$ cat config.mk
export PLATFORM = sky130hd
export DESIGN_NAME = ps2_rx_unit
export DESIGN_NICKNAME = d
export VERILOG_FILES = /design/src/rtl/ps2_pkg.sv /design/src/rtl/ps2_rx_unit_filter.sv /design/src/rtl/ps2_rx_unit.sv
export SDC_FILE = /design/constraint.sdc
export NUM_CORES = 1
export LEC_CHECK = 0
export CAP_MARGIN = 20
export CORE_AREA = 2 2 89 91
export CTS_CLUSTER_DIAMETER = 40
export DETAILED_ROUTE_END_ITERATION = 6
export DIE_AREA = 0 0 91 93
export PLACE_DENSITY_LB_ADDON = 0.12
export SYNTH_ARGS = -nofsm -noshare
export SYNTH_HDL_FRONTEND = slang
export SYNTH_SLANG_ARGS = --single-unit
$ cat constraint.sdc
create_clock -name clk -period 2.5 [get_ports clk]
set_input_delay 0.625 -clock clk [delete_from_list [all_inputs] [get_ports clk]]
set_output_delay 0.625 -clock clk [all_outputs]
set_load 0.01 [all_outputs]
$ cat src/rtl/ps2_pkg.sv
// PS/2 shared types, frame constants and parity helper.
// Used by the receiver and the companion transmitter.
package ps2_pkg;

  typedef enum logic [1:0] {
    IDLE,
    DPS,
    LOAD
  } ps2_rx_state_t;

  localparam int PS2_FRAME_BITS = 11;

  // Parity bit that makes data plus parity carry an odd number of ones.
  function automatic logic ps2_odd_parity(input logic [7:0] d);
    return ~(^d);
  endfunction

endpackage

$ cat src/rtl/ps2_rx_unit_filter.sv
// PS/2 line conditioning: 2-FF synchronisers, clock debounce filter
// and a one-cycle falling-edge pulse on the filtered clock.
module ps2_line_filter #(
  parameter int FILTER_LEN = 8
) (
  input  logic clk,
  input  logic rst,
  input  logic ps2c,
  input  logic ps2d,
  output logic ps2d_sync,
  output logic fall
);

  logic [1:0]            c_sync;
  logic [1:0]            d_sync;
  logic [FILTER_LEN-1:0] filt;
  logic [FILTER_LEN-1:0] filt_n;
  logic                  f_clk;
  logic                  f_clk_n;

  always_ff @(posedge clk) begin
    if (rst) begin
      c_sync <= 2'b11;
      d_sync <= 2'b11;
      filt   <= '1;
      f_clk  <= 1'b1;
    end else begin
      c_sync <= {c_sync[0], ps2c};
      d_sync <= {d_sync[0], ps2d};
      filt   <= filt_n;
      f_clk  <= f_clk_n;
    end
  end

  assign filt_n = {c_sync[1], filt[FILTER_LEN-1:1]};

  // Filtered clock only moves once the whole window agrees.
  always_comb begin
    f_clk_n = f_clk;
    if (&filt)
      f_clk_n = 1'b1;
    else if (~|filt)
      f_clk_n = 1'b0;
  end

  assign fall      = f_clk & ~f_clk_n;
  assign ps2d_sync = d_sync[1];

endmodule

$ cat src/rtl/ps2_rx_unit.sv
// PS/2 device-to-host frame receiver.
// Optional start/parity/stop checking under PS2RX_PARITY_CHECK_EN.
module ps2_rx_unit
  import ps2_pkg::*;
#(
  parameter int FILTER_LEN     = 8,
  parameter int TIMEOUT_CYCLES = 100000
) (
  input  logic       clk,
  input  logic       rst,
  input  logic       ps2c,
  input  logic       ps2d,
  input  logic       rx_en,
  output logic       rx_idle,
  output logic       rx_done_tick,
  output logic [7:0] dout,
  output logic       parity_err
);

  localparam int TW = $clog2(TIMEOUT_CYCLES);
  typedef logic [TW-1:0] tmr_t;
  localparam tmr_t TMR_MAX = tmr_t'(TIMEOUT_CYCLES - 1);

  typedef logic [PS2_FRAME_BITS-1:0] frame_t;

  ps2_rx_state_t state;
  ps2_rx_state_t state_n;
  logic [3:0]    n_bits;
  logic [3:0]    n_bits_n;
  frame_t        shreg;
  frame_t        shreg_n;
  tmr_t          tmr;
  tmr_t          tmr_n;
  logic [7:0]    dout_r;
  logic          d_sync;
  logic          fall;
  logic          load;
  logic          frame_ok;

  ps2_line_filter #(
    .FILTER_LEN(FILTER_LEN)
  ) u_filter (
    .clk      (clk),
    .rst      (rst),
    .ps2c     (ps2c),
    .ps2d     (ps2d),
    .ps2d_sync(d_sync),
    .fall     (fall)
  );

  always_ff @(posedge clk) begin
    if (rst) begin
      state  <= IDLE;
      n_bits <= '0;
      shreg  <= '0;
      tmr    <= '0;
      dout_r <= '0;
    end else begin
      state  <= state_n;
      n_bits <= n_bits_n;
      shreg  <= shreg_n;
      tmr    <= tmr_n;
      if (rx_done_tick)
        dout_r <= shreg[8:1];
    end
  end

  always_comb begin
    state_n  = state;
    n_bits_n = n_bits;
    shreg_n  = shreg;
    tmr_n    = tmr;
    load     = 1'b0;
    unique case (state)
      IDLE: begin
        tmr_n = '0;
        if (fall && rx_en) begin
          shreg_n  = {d_sync, shreg[PS2_FRAME_BITS-1:1]};
          n_bits_n = 4'd9;
          state_n  = DPS;
        end
      end
      DPS: begin
        if (fall) begin
          shreg_n = {d_sync, shreg[PS2_FRAME_BITS-1:1]};
          tmr_n   = '0;
          if (n_bits == 4'd0)
            state_n = LOAD;
          else
            n_bits_n = n_bits - 4'd1;
        end else if (tmr == TMR_MAX) begin
          tmr_n   = '0;
          state_n = IDLE;
        end else begin
          tmr_n = tmr + tmr_t'(1);
        end
      end
      LOAD: begin
        load    = 1'b1;
        state_n = IDLE;
      end
      default: state_n = IDLE;
    endcase
  end

`ifdef PS2RX_PARITY_CHECK_EN
  // shreg: [0]=start, [8:1]=data, [9]=parity, [10]=stop
  assign frame_ok = ~shreg[0] & shreg[10] &
                    (shreg[9] == ps2_odd_parity(shreg[8:1]));
  assign parity_err = load & ~frame_ok;
`else
  logic unused_start;
  assign unused_start = shreg[0];
  assign frame_ok     = 1'b1;
  assign parity_err   = 1'b0;
`endif

  assign rx_done_tick = load & frame_ok;
  assign rx_idle      = (state == IDLE);
  assign dout         = dout_r;

endmodule

* After elaboration in Yosys (flattened, before gate mapping)
Index checks and enable logic that the tools add are counted.
Cells by class: $add $sub $neg 2, eq/ne operators 8, multiplexer cells 18, bitwise gates (word level) 2, reduce and logical (&&, ||, !) cells 9
Operator list (count):
- $mux W17 | 2
- $pmux W17 S2 | 1
- $mux W11 | 2
- $pmux W11 S2 | 1
- $add A17 B1 Y17 const B | 1
- $eq A17 B17 Y1 const B | 1
- $mux W4 | 3
- $mux W2 | 4
- $pmux W4 S2 | 1
- $reduce_and A8 Y1 | 1
- $reduce_or A8 Y1 | 1
- $ne A3 B3 Y1 const B | 2
- $reduce_and A3 Y1 | 2
- $logic_not A4 Y1 | 1
- $ne A2 B2 Y1 const B | 2
- $pmux W2 S2 | 1
- $reduce_and A4 Y1 | 1
- $sub A4 B1 Y4 const B | 1
- $mux W1 | 3
- $eq A2 B1 Y1 const B | 1
- $eq A2 B2 Y1 const B | 1
- $logic_not A2 Y1 | 1
- $ne A2 B1 Y1 const B | 1
- $reduce_bool A2 Y1 | 1
- 3 further kinds | 3
Word-level totals: bits in registers 55, input bits 5, output and inout port bits 11, word-level logic and storage cells 48

* Longest topological paths before layout
Gate-level depths: netlist of run 1.
depth in word-level cells 8, mapped depth 7, mapped depth without buffers 6

* Modules after synthesis
A second synthesis of run 1 with hierarchy kept.
Unflattened totals: cell total of the unflattened synthesis 248, area, all modules 2314.7 um^2
Modules (own cells, without submodules):
- ps2_rx_unit | instances 1, cells each 214, area each 1905.6 um^2, seq. area each 820.8 um^2
- ps2_line_filter | instances 1, cells each 34, area each 409.1 um^2, seq. area each 260.2 um^2

* Worst setup path before layout of run 1
Ideal clock, no wire load.
kind register to register, from reg u_filter.filt[5], to reg shreg[10], setup time 128 ps, arrival 1804 ps, data required time 2372 ps, path slack 568 ps, cell stages (with the launch flop) 6, path buffers 1, period minus slack after synthesis 1932 ps, cells stage by stage dfxtp_1 > or4_4 > or4_4 > buf_2 > mux2i_1 > nor2_1
Between the ends: cells in the longest elaborated chain, start to end 8, elaborated cells between the ends (all ways) 10, classes of those cells eq/ne (2); mux (2); bitwise (2); reduce/logical (4)
Ends and longest elaborated chain:
- from (decl) | line ps2_rx_unit_filter.sv:16 | logic [FILTER_LEN-1:0] filt;
- from (signal assigned) | line ps2_rx_unit_filter.sv:30 | filt <= filt_n;
- $reduce_or A8 Y1 | line ps2_rx_unit_filter.sv:42 | else if (~|filt)
- $mux W1 | line ps2_rx_unit_filter.sv:42
- $mux W1 (*) | line ps2_rx_unit_filter.sv:40 | if (&filt)
- $not A1 Y1 (*) | line ps2_rx_unit_filter.sv:46 | assign fall = f_clk & ~f_clk_n;
- $and A1 B1 Y1 (*) | line ps2_rx_unit_filter.sv:46
- $logic_and A1 B1 Y1 | line ps2_rx_unit.sv:77 | if (fall && rx_en) begin
- $ne A2 B1 Y1 (no source line)
- $reduce_and A3 Y1 (no source line) (*)
- to (signal assigned) | line ps2_rx_unit.sv:61 | shreg <= shreg_n;
- to (decl) | line ps2_rx_unit.sv:30 | frame_t shreg;
Mark *: on every way between the ends. The rest lies on a longest branch, timed or not. A chain may end at the register's enable or synchronous reset.

* Worst setup path in the final report of run 1
from reg state[0], to out rx_done_tick
Between the ends: cells in the longest elaborated chain, start to end 2
Ends and longest elaborated chain:
- from (decl) | line ps2_rx_unit.sv:26 | ps2_rx_state_t state;
- from (signal assigned) | line ps2_rx_unit.sv:59 | state <= state_n;
- $eq A2 B2 Y1 | line ps2_rx_unit.sv:74 | unique case (state)
- $mux W1 | line ps2_rx_unit.sv:74
- to (decl) | line ps2_rx_unit.sv:15 | output logic rx_done_tick,
No other way between the ends.

==> results.cfg, run 1 <==
[clock_tree]
hold_buffers = 0
cts_made_buffers = 5
ctsResizeCount = 0
clk_latency_ns = 0.31
tritoncts_num_sinks = 54
cts_root_buf = clkbuf_8
htreeDepth = 2
cts_tree = yes
clock_path_buffers = 2
post_cts_buffers = 0
clk_pin_slew_ns = 0.09

[worst_setup_path]
regToRegSetupSlack_ns = 0.33
crit_required_ns = 1.88
crit_arrival_ns = 1.74
r2r-start = state[0]
max_stage_delay_ns = 0.55
reg2regPathDepth = 6
r2r_end = tmr[12]
critPathTopFamily = buffers and inverters
endpoint_kind = primary output
path_cells = nand2b_1 -> clkinv_1 -> clkdlybuf4s50_1
path_buf_inv = 2
start_kind = flip-flop
crit_type = flip-flop to primary output
slowest_stage = clkdlybuf4s50_1
worstPathMaxFanout = 9

[place]
routabilityCongestion = 0.7051
place_ws_ns = 0.2402
dp_hpwl_mm = 3.137
io_buffer_count = 14

[timing]
hold_viol_final = 0
fin_crit_sh_pct = 94.51
fmax_mhz = 423.2
setup_slack_ns = 0.1372
rsz0062_at_grt = no
skew_ns = 0.01185
tightest_slew_ns = 0.6976
report.final.slew_viol_count = 0
max_slew_margin_pct = 53.21
tns_ns = 0
period_needed_ns = 2.363
setup_viol = 0

[power_and_ir_drop]
ir_drop_mv = 0.3237
p_leak_nw = 0.9295
power_density_nw_per_um2 = 525.4

[synthesis]
ys_types = 39
synth_top_area_share_pct = 47.19
netlist_area_um2 = 2291
synthArstFlopShare_pct = 0
syn_inst = 261
syn-mean-instance-area_um2 = 8.778
synth_edf_count = 0
yosys_warnings = 0
synthTopCellsByArea = dfxtp_1 (47%), mux2i_1 (5.2%), nand2_1 (4.9%)
synthFlopType = dfxtp_1
yosysSeqAreaShare_pct = 47.19
synth-seq-cells = 54
syn_nets = 269
synth.largest_area_cell = dfxtp_1

[run]
maxCapViolations = 0

[floorplanning]
num_io_pins = 16
start_util_pct = 30.44
fp.dieH_um = 93
rows = 32
core-area_um2 = 7527
die_area_um2 = 8463
die_w_um = 91

[route]
vias_per_cell = 4.826
ant_nets = 0
met2_length_mm = 2.165
remaining_drc_errors = 0
route.met3.wl_um = 115
post_drt_wl_per_cell_um = 11.93
maxUsedRoutingLayer = met4
wl_met1_mm = 2.185
drt-total-wl_mm = 4.534
drt_iter0_drc = 75
dr.pass1.iters = 4
dr_total_vias = 1834

[worst_hold_path]
hold_path_class = flip-flop to flip-flop
worstHoldPathCells = 1
whs_endpoint = u_filter.c_sync[1]
hold_start = u_filter.c_sync[0]

[status]
outcome = complete, no violations

[finish]
fin_nets = 285
drive_gt1_share_pct = 11.87
synthToLayoutAreaGrowth_pct = 15.57
diodes = 0
fillers = 808

[global_route]
grt_usage_pct = 11.64
grt_pass1_wl_mm = 8.073
grt_max_degree = 50
antenna_found_initial = 0
first_global_vias = 1769
globalRouteOverflowTotal = 0
-- worst max path at each step --
| stage | from | end | slack, ns | cells after the start |
|---|---|---|---|---|
| global placement | rx_en | n_bits[2] | 0.28 | 6 |
| finish | state[0] | rx_done_tick | 0.14 | 3 |
| CTS | state[0] | rx_done_tick | 0.11 | 3 |
| detailed placement | rst | tmr[12] | 0.24 | 5 |
| floorplan | u_filter.filt[5] | shreg[10] | 0.57 | 5 |
| global route | state[0] | rx_done_tick | 0.007 | 3 |
-- cells in the mapped netlist, types with 2 or more instances --
library cell and instances:
dfxtp_1 54, nand2_1 30, nor2_1 24, a21oi_1 19, nand3_1 16, or2_2 14
mux2i_1 12, a31oi_1 11, clkbuf_1 8, or3_1 7, inv_1 5, nand3b_1 5
nand4_1 5, nand2b_1 4, nor4_1 4, o21ai_0 4, a211oi_1 3, and3_1 3
ha_1 3, nor2b_1 3, o31ai_1 3, a21o_1 2, buf_2 2, nor3b_1 2
or4_1 2, or4_4 2, or4b_2 2
-- through the flow --
step                cell area [um^2]  util, %  hold WS, ns  cells  total power [mW]
detailed placement              2556    33.96       0.3979    372            0.9107
floorplan                       2291        -       0.3895    261            0.9003
global placement                2556    33.96       0.3913    372            0.9107
finish                          2648    35.17       0.4160    380             1.391
global route                    2648    35.17       0.4267    380             1.454
CTS                             2648    35.17       0.4222    380             1.420
-- cell families after synthesis --
logic type               share of synthesized area (%)
AO/OA/AOI/OAI                                    13.05
other                                           0.1637
flip-flops                                       47.19
AND/OR/NAND/NOR                                  29.66
adder cells (fa/ha/maj)                          1.639
multiplexers                                     5.243
buffers and inverters                            3.059
-- sequential cells by signal, indices dropped and copies added (netlist names) --
register,flops
u_filter.c_sync,2
state,2
shreg,10
u_filter.d_sync,2
u_filter.filt,8
u_filter.f_clk,1
tmr,17
dout,8
n_bits,4
-- layout by cell type (no fill, tap or decap), types with 5 or more instances in the layout --
cell,count
nand3b_1,5
or3_1,7
inv_1,5
or2_2,14
nand3_1,16
clkdlybuf4s50_1,14
a31oi_1,11
mux2i_1,12
buf_4,6
nor2_1,24
dfxtp_1,54
nand4_1,5
nand2_1,30
clkbuf_8,6
a21oi_1,19
-- layout make-up --
type / count / area, um^2 / share of cell area, %
Multi-Input combinational cell: 190 / 1140 / 43.05
Sequential cell: 54 / 1081 / 40.83
Timing Repair Buffer: 20 / 185.2 / 6.994
Tap cell: 102 / 127.6 / 4.820
Clock buffer: 7 / 86.33 / 3.261
Inverter: 6 / 22.52 / 0.8507
Clock inverter: 1 / 5.005 / 0.1890
-- power breakdown --
part	leakage (nW)	switching (mW)	internal, mW
clock network	0.0482	0.277	0.224
registers	0.436	0.00145	0.863
logic	0.445	0.0143	0.0104
total	0.930	0.293	1.10
-- per-layer routing --
layer  global-route usage [%]  vias to the layer above
li1                         -                      956
met3                    2.498                        8
met5                        0                        -
met2                    20.49                       17
met4                    4.167                        0
met1                    14.00                      853
Power figures use the tool's default switching activity.
==> run 2, diff against run 1 <==
CTS_BUF_LIST = sky130_fd_sc_hd__clkbuf_8   (was unset)
==> results.cfg, run 2 (synthesis gave the netlist of run 1 again) <==
[power_and_ir_drop]
p_total_mw = 1.389
power_density_nw_per_um2 = 524.5
p_leak_nw = 0.9337
ir_drop_mv = 0.3237

[floorplanning]
start_util_pct = 30.44
num_io_pins = 16
die_w_um = 91
fp.dieH_um = 93
rows = 32
core-area_um2 = 7527
die_area_um2 = 8463

[route]
remaining_drc_errors = 0
dr.pass1.iters = 4
post_drt_wl_per_cell_um = 11.95
dr_total_vias = 1834
vias_per_cell = 4.826
drt_iter0_drc = 68
drt-total-wl_mm = 4.540
ant_nets = 0

[finish]
multi_input_area_um2 = 1140
fin_util_pct = 35.17
fin_nets = 285
largest_reg_flops = 17
mostFrequentLayoutCells = dfxtp_1 (54), nand2_1 (30), nor2_1 (24)
layout_commonest_cell = dfxtp_1
regMostFlops = tmr
reg_top3 = tmr: 17 flops, shreg: 10 flops
design_area_um2 = 2648
drive_gt1_share_pct = 11.87
stdcell_count = 380
fillers = 808
synthToLayoutAreaGrowth_pct = 15.57
diodes = 0
seq_area_um2 = 1081

[timing]
hold_viol_final = 0
rsz0062_at_grt = no
tns_ns = 0
fin_crit_sh_pct = 94.21
fmax_mhz = 424.6
skew_ns = 0.01224
max_slew_margin_pct = 53.21
period_needed_ns = 2.355
report.final.slew_viol_count = 0
tightest_slew_ns = 0.6976
setup_viol = 0

[global_route]
antenna_found_initial = 0
globalRouteOverflowTotal = 0
first_global_vias = 1769
grt_pass1_wl_mm = 8.073
grt_max_degree = 50
grt_usage_pct = 11.64

[clock_tree]
tritoncts_num_sinks = 54
ctsResizeCount = 0
clock_path_buffers = 2
cts_root_buf = clkbuf_8
cts_made_buffers = 5
cts_tree = yes
hold_buffers = 0
clk_latency_ns = 0.31
htreeDepth = 2
post_cts_buffers = 0
clk_pin_slew_ns = 0.09

[worst_setup_path]
start_kind = flip-flop
r2r_end = tmr[12]
regToRegSetupSlack_ns = 0.34
r2r-start = state[0]
reg2regPathDepth = 6
crit_arrival_ns = 1.73
crit_type = flip-flop to primary output
endpoint_kind = primary output
worstSetupStartpoint = state[0]
crit_required_ns = 1.88
worstPathMaxFanout = 9
critPathCapture = rx_done_tick

[place]
dp_cells = 372
placed_area_um2 = 2556
io_buffer_count = 14
dp_hpwl_mm = 3.137
routabilityCongestion = 0.7051

[run]
maxCapViolations = 0

[status]
outcome = complete, no violations

[worst_hold_path]
hold_path_class = flip-flop to flip-flop
-- run 2: worst min-delay path by stage --
stage	start	to	slack [ns]	cells past startpoint
3_5_place_dp	u_filter.d_sync[0]	u_filter.d_sync[1]	0.40	1
6_report	u_filter.c_sync[0]	u_filter.c_sync[1]	0.42	1
2_1_floorplan	u_filter.c_sync[0]	u_filter.c_sync[1]	0.39	1
5_1_grt	u_filter.c_sync[0]	u_filter.c_sync[1]	0.43	1
4_1_cts	u_filter.d_sync[0]	u_filter.d_sync[1]	0.42	1
3_3_place_gp	u_filter.c_sync[0]	u_filter.c_sync[1]	0.39	1
-- run 2: worst max-delay path: stages (launching register included) --
cell and delay (ns):
dfxtp_1 0.47, nand2b_1 0.17, clkinv_1 0.23, clkdlybuf4s50_1 0.55
-- run 2: power breakdown --
part	switching [mW]	internal [mW]	leakage, nW
clock network	0.279	0.220	0.0524
registers	0.00145	0.863	0.436
logic	0.0145	0.0104	0.445
-- run 2: final cells by class --
cell class / count / share of cell area [%]
Multi-Input combinational cell: 190 / 43.05
Clock buffer: 6 / 3.119
Clock inverter: 2 / 0.3308
Sequential cell: 54 / 40.83
Tap cell: 102 / 4.820
Timing Repair Buffer: 20 / 6.994
Inverter: 6 / 0.8507
-- run 2: metrics by stage --
step / setup slack (ns) / hold WS [ns]
final: 0.1448 / 0.4160
after global routing: 0.006213 / 0.4267
after CTS: 0.1057 / 0.4222
after detailed placement: 0.2402 / 0.3979
after global placement: 0.2823 / 0.3913
after floorplan: 0.5682 / 0.3895
-- run 2: per-layer routing --
layer	GRT usage, %	wire, um	vias up
met5	0	0	-
met4	4.167	68	0
met3	2.498	106	8
met2	20.49	2188	14
met1	14.00	2177	855
li1	-	-	957
